--- src/rtl/serial_frame_tx_pkg.sv ---
// rtl/serial_frame_tx_pkg.sv - shared state encodings and line levels for serial framing
package serial_frame_tx_pkg;

  // Frame sequencer states; encodings are fixed so other serial blocks can share them.
  typedef enum logic [2:0] {
    ST_IDLE  = 3'd0,
    ST_START = 3'd1,
    ST_DATA  = 3'd2,
    ST_PAR   = 3'd3,
    ST_STOP  = 3'd4
  } frame_state_e;

  // Serial line levels seen by the downstream shift-register chain.
  localparam logic LINE_IDLE  = 1'b0;
  localparam logic LINE_START = 1'b1;
  localparam logic LINE_STOP  = 1'b0;

endpackage

--- src/rtl/serial_frame_tx_piso_shift_reg.sv ---
// rtl/serial_frame_tx_piso_shift_reg.sv - parallel-in serial-out shift register, MSB first
module piso_shift_reg #(
  parameter int WIDTH = 4
) (
  input  logic             clk,
  input  logic             clr,
  input  logic             ld,
  input  logic             sh,
  input  logic [WIDTH-1:0] d,
  output logic             msb
);

  logic [WIDTH-1:0] sr_q;

  // Clear wins over load, load wins over shift; shift-left feeds zeros in at the bottom.
  always_ff @(posedge clk) begin
    if (clr) begin
      sr_q <= '0;
    end else if (ld) begin
      sr_q <= d;
    end else if (sh) begin
      sr_q <= {sr_q[WIDTH-2:0], 1'b0};
    end
  end

  assign msb = sr_q[WIDTH-1];

endmodule

--- src/rtl/serial_frame_tx.sv ---
// rtl/serial_frame_tx.sv - framing transmitter: start, data MSB first, optional parity, stop
module serial_frame_tx
  import serial_frame_tx_pkg::*;
#(
  parameter int WIDTH      = 4,
  parameter int PARITY_EN  = 0,
  parameter int PARITY_ODD = 0
) (
  input  logic             clk,
  input  logic             clr,
  input  logic [WIDTH-1:0] data_in,
  input  logic             load,
  output logic             ready,
  output logic             out,
  output logic             busy,
  output logic             done
);

  localparam int CW = $clog2(WIDTH);
  localparam logic [CW-1:0] CNT_LAST = CW'(WIDTH - 1);
  localparam logic PAR_INV = (PARITY_ODD != 0);

  frame_state_e state_q;
  logic [CW-1:0] cnt_q;
  logic          par_q;
  logic          out_q;
  logic          busy_q;
  logic          done_q;
  logic          sr_msb;
  logic          accept;

  // A new word can be taken while idle or during the stop bit of the previous frame.
  assign ready  = ((state_q == ST_IDLE) || (state_q == ST_STOP)) && !clr;
  assign accept = load && ready;

  piso_shift_reg #(
    .WIDTH(WIDTH)
  ) u_sr (
    .clk(clk),
    .clr(clr),
    .ld (accept),
    .sh (state_q == ST_DATA),
    .d  (data_in),
    .msb(sr_msb)
  );

  // Frame sequencer; line, busy and done are registered so they trail the state by one edge.
  always_ff @(posedge clk) begin
    if (clr) begin
      state_q <= ST_IDLE;
      cnt_q   <= '0;
      par_q   <= 1'b0;
      out_q   <= LINE_IDLE;
      busy_q  <= 1'b0;
      done_q  <= 1'b0;
    end else begin
      busy_q <= (state_q != ST_IDLE);
      done_q <= (state_q == ST_STOP);
      case (state_q)
        ST_IDLE: begin
          out_q <= LINE_IDLE;
          if (accept) begin
            cnt_q   <= CNT_LAST;
            par_q   <= (^data_in) ^ PAR_INV;
            state_q <= ST_START;
          end
        end
        ST_START: begin
          out_q   <= LINE_START;
          state_q <= ST_DATA;
        end
        ST_DATA: begin
          out_q <= sr_msb;
          if (cnt_q == '0) begin
            state_q <= (PARITY_EN != 0) ? ST_PAR : ST_STOP;
          end else begin
            cnt_q <= cnt_q - 1'b1;
          end
        end
        ST_PAR: begin
          out_q   <= par_q;
          state_q <= ST_STOP;
        end
        ST_STOP: begin
          out_q <= LINE_STOP;
          if (accept) begin
            // Parity is latched from the same word the shift register captures this edge.
            cnt_q   <= CNT_LAST;
            par_q   <= (^data_in) ^ PAR_INV;
            state_q <= ST_START;
          end else begin
            state_q <= ST_IDLE;
          end
        end
        default: begin
          out_q   <= LINE_IDLE;
          state_q <= ST_IDLE;
        end
      endcase
    end
  end

  assign out  = out_q;
  assign busy = busy_q;
  assign done = done_q;

endmodule

--- config.mk ---
export PLATFORM = sky130hd
export DESIGN_NAME = serial_frame_tx
export DESIGN_NICKNAME = d
export VERILOG_FILES = /design/src/rtl/serial_frame_tx_pkg.sv /design/src/rtl/serial_frame_tx_piso_shift_reg.sv /design/src/rtl/serial_frame_tx.sv
export SDC_FILE = /design/constraint.sdc
export NUM_CORES = 1
export LEC_CHECK = 0
export ABC_AREA = 1
export CORE_MARGIN = 2
export CORE_UTILIZATION = 38
export DETAILED_ROUTE_END_ITERATION = 10
export SLEW_MARGIN = 20
export SYNTH_ARGS = -nofsm -noshare
export SYNTH_HDL_FRONTEND = slang
export SYNTH_HIERARCHICAL = 1
export SYNTH_SLANG_ARGS = --single-unit
--- constraint.sdc ---
create_clock -name clk -period 1.1 [get_ports clk]
set_input_delay 0.22 -clock clk [delete_from_list [all_inputs] [get_ports clk]]
set_output_delay 0.22 -clock clk [all_outputs]
set_load 0.01 [all_outputs]
==> summary.md <==
| Metric | Value |
|---|---|
| Slew of the pin with the lowest slew margin | `approximately 0.15 ns` |
| Compound-Gate Fraction of Synth Area | `0.07664` |
| Rows | `15` |
| Starting Density | `0.3963` |
| Vias in the first global route | `~610` |
| Unrepaired setup endpoints after global routing | `true` |
| Slew headroom | `0.8990` |
| Layout cells sized above 1 | `0.3465` |
| Area of the multi-input gates | `375.4 um2` |
| Clk slew on worst S/H paths | `approximately 0.09 ns` |
| Met3 Track Usage GR | `0.04762` |
| Final worst slack | `-0.08982 ns` |
| Placed cells | `roughly 140` |
| Fin cells | `around 140` |
| Crit path kind | `flip-flop to primary output` |
| Post-layout power | `roughly 1100 uW` |
| Xor and xnor area share after synthesis | `0` |
| Clk Latency, worst-skew pair | `around 0.28 ns` |
| Cts bufs inserted | `3` |
| Status | `complete, but fails checks` |
| Distinct cells, synth | `15` |
| #FFs+latches synth | `13` |
| Iter 0 DRT Violations | `13` |
| Req. time, crit path | `between 0.8 and 0.9 ns` |
| Max-cap violations | `0` |
| Critical path, cell by cell | `nor2_4 -> nand2_2 -> inv_1 -> buf_2` |
| Hold_buf cts | `0` |
| Post-Layout Inst Area | `just under 1000 um2` |
| GRT overflow | `0` |
| CP peak stage delay | `about 0.37 ns` |
| Worst path slowest cell | `dfxtp_4` |
| Fillers | `roughly 170` |
| Routed Antenna Nets | `0` |
| Post-synthesis sequential area ratio | `0.3888` |
| GPL Wtd Cong | `approximately 0.79` |
| P per Cell Area | `roughly 1100 nW/um2` |
| Most frequent cells in the layout | `32 x nand2_1, 15 x inv_1, 10 x dfxtp_1, 9 x buf_4` |
| GRT Max-Usage Layer | `met2` |
| WP data arrival | `between 0.9 and 1 ns` |
| Final period utilization | `1.082` |
| Yosys top cell by area | `dfxtp_1` |
| Synth Instances | `between 90 and 100` |
| Vias after detailed routing | `~660` |
| Nets | `roughly 140` |
| Dpl hpwl | `approximately 1.0 mm` |
| Post-Syn Area | `between 600 and 700 um2` |
| Die area | `2113 um2` |
| Post-route minimum period | `~1.2 ns` |
| Die Wd | `roughly 46 um` |
| Vias/cell | `4.576` |
| GRT met1 Usage | `0.1880` |
| # diodes | `0` |
| Final wirelength | `roughly 1.4 mm` |
| I/O pin count | `11` |
| Worst Path Buf+Inv | `2` |
| VDD IR max | `roughly 0.00069 V` |
| Setup crit start kind | `flip-flop` |
| Synth Area in Simple Gates | `0.3981` |
| Commonest non-fill, non-tap cell in the layout | `nand2_1` |
| Core box area | `between 1500 and 2000 um2` |
| Root buffer cell | `clkbuf_4` |
| Skew final | `0.008255 ns` |
| Die Y | `roughly 46 um` |
| Number of antenna violations at the first check in global routing | `0` |
| Max Fclk | `about 840 MHz` |
| Drc violations | `0` |
| Largest family of logic cells by synthesized area | `simple AND/OR/NAND/NOR gates` |
| Pins over their slew limit | `0` |
| Final setup viols | `8` |
| Gr usage total | `0.1568` |
| TritonCTS clock tree | `done` |
| Grt met2 use | `0.2472` |
| Hold Crit Class | `input pin to flip-flop` |
| Pleak | `0.0005034 uW` |
| Post-synth top area share | `0.3888` |
| Post-synthesis mux area share | `0` |
| Yosys Warn Count | `6` |
| Syn Area/Cell | `about 6.8 um2` |
| CTS sink count | `13` |
| First-pass GRT wire length | `~2.3 mm` |
| Failing checks | `setup timing` |
| Syn_nets | `~110` |
| Post-placement cell area | `880.8 um2` |
| CP Capture Type | `primary output` |
| Synth area leaders | `dfxtp_1 39%, nand2_1 21%, inv_1 8.4%` |
| Sequential cell area | `266.5 um2` |
| Port-buffer cells | `10` |
| Crit-path leading delay family | `flip-flops` |
| CTS H-tree lvls | `1` |
| Pin count of the biggest net entering global routing | `8` |
| Clk buf depth | `2` |
| Hold Vio Cnt, Final | `0` |
| Adder-cell share of the synthesized area | `0.01869` |
| Post-synthesis to final-layout area growth | `48.22%` |
| Avg WL per Cell | `~9.7 um` |
| CP max FO | `2` |
| DR pass1 iterations | `3` |
[cells in the mapped netlist]
master and n:
nor2_2 1, ha_1 1, inv_2 6, nand2_1 37, nor2_1 5, nor2_4 2
dfxtp_1 13, o211ai_1 1, nand3_4 2, a21oi_1 6, nor3_2 1, inv_1 15
o21ai_1 1, a21oi_2 1, nand3_1 7
[cell type report]
class / instances / share of cell area
clock buffers: 4 / 0.02648
inverters: 21 / 0.08701
multi-input cells: 65 / 0.3783
flip-flops and latches: 13 / 0.2686
well taps: 17 / 0.02144
repair buffers: 24 / 0.2182
[registers in the layout (all words and copies together), names as in the netlist]
register	cells
busy	1
cnt_q	2
done	1
out	1
par_q	1
state_q	3
u_sr/sr_q	4
[worst paths after layout]
| kind | depth (start not counted) | slack [ns] | from | endpoint |
|---|---|---|---|---|
| min | 4 | 0.38 | clr | done$_SDFF_PP0_ |
| max | 4 | -0.09 | state_q[1]$_SDFFE_PP0P_ | ready |
| min reg2reg | 2 | 0.47 | u_sr/sr_q[2]$_SDFFE_PP0P_ | u_sr/sr_q[2]$_SDFFE_PP0P_ |
| max reg2reg | 9 | -0.08 | state_q[1]$_SDFFE_PP0P_ | u_sr/sr_q[3]$_SDFFE_PP0P_ |
[worst reg2reg max path, delay by kind of cell (launching register included)]
kind,cells,cell delay (ns)
buffers and inverters,4,0.33
DFF,1,0.38
and+or+nand+nor,5,0.37
[through the flow]
step	utilization	worst slack, ns	setup TNS, ns	hold WS (ns)
6_report	0.5874	-0.08982	-0.4281	0.3793
5_1_grt	0.5874	-0.1461	-0.9049	0.3835
4_1_cts	0.5585	-0.1116	-0.4608	0.3876
3_5_place_dp	0.5215	-0.5071	-3.427	0.4574
3_3_place_gp	0.5215	-0.4993	-3.407	0.4526
2_1_floorplan	-	0.001946	0	0.2824
[layer usage]
layer  up-vias  share of wire
li1        356              -
met1       291           0.44
met2        10           0.53
met3         2          0.024
met4         0         0.0050
met5         -              0
[cells by family (layout without fill, tap and decap cells)]
kind of cell,count (synthesis),count (layout)
DFF,13,13
adders and majority gates,1,1
AOI/OAI and AO/OA,9,9
and+or+nand+nor,55,55
buffers and inverters,21,49
[power by group]
group	switching [uW]	total (uW)	internal, uW
Clock	160	301	140
Combinational	139	269	130
Sequential	18.1	519	501
[what timing repair did]
| action | in CTS | in global routing |
|---|---|---|
| cloned | 0 | 0 |
| pin swaps | 0 | 8 |
| setup buffers | 1 | 2 |
| resized for setup | 20 | 15 |
| setup endpoints to repair | 11 | 12 |
Note: power is estimated with default switching activity, not from simulation.
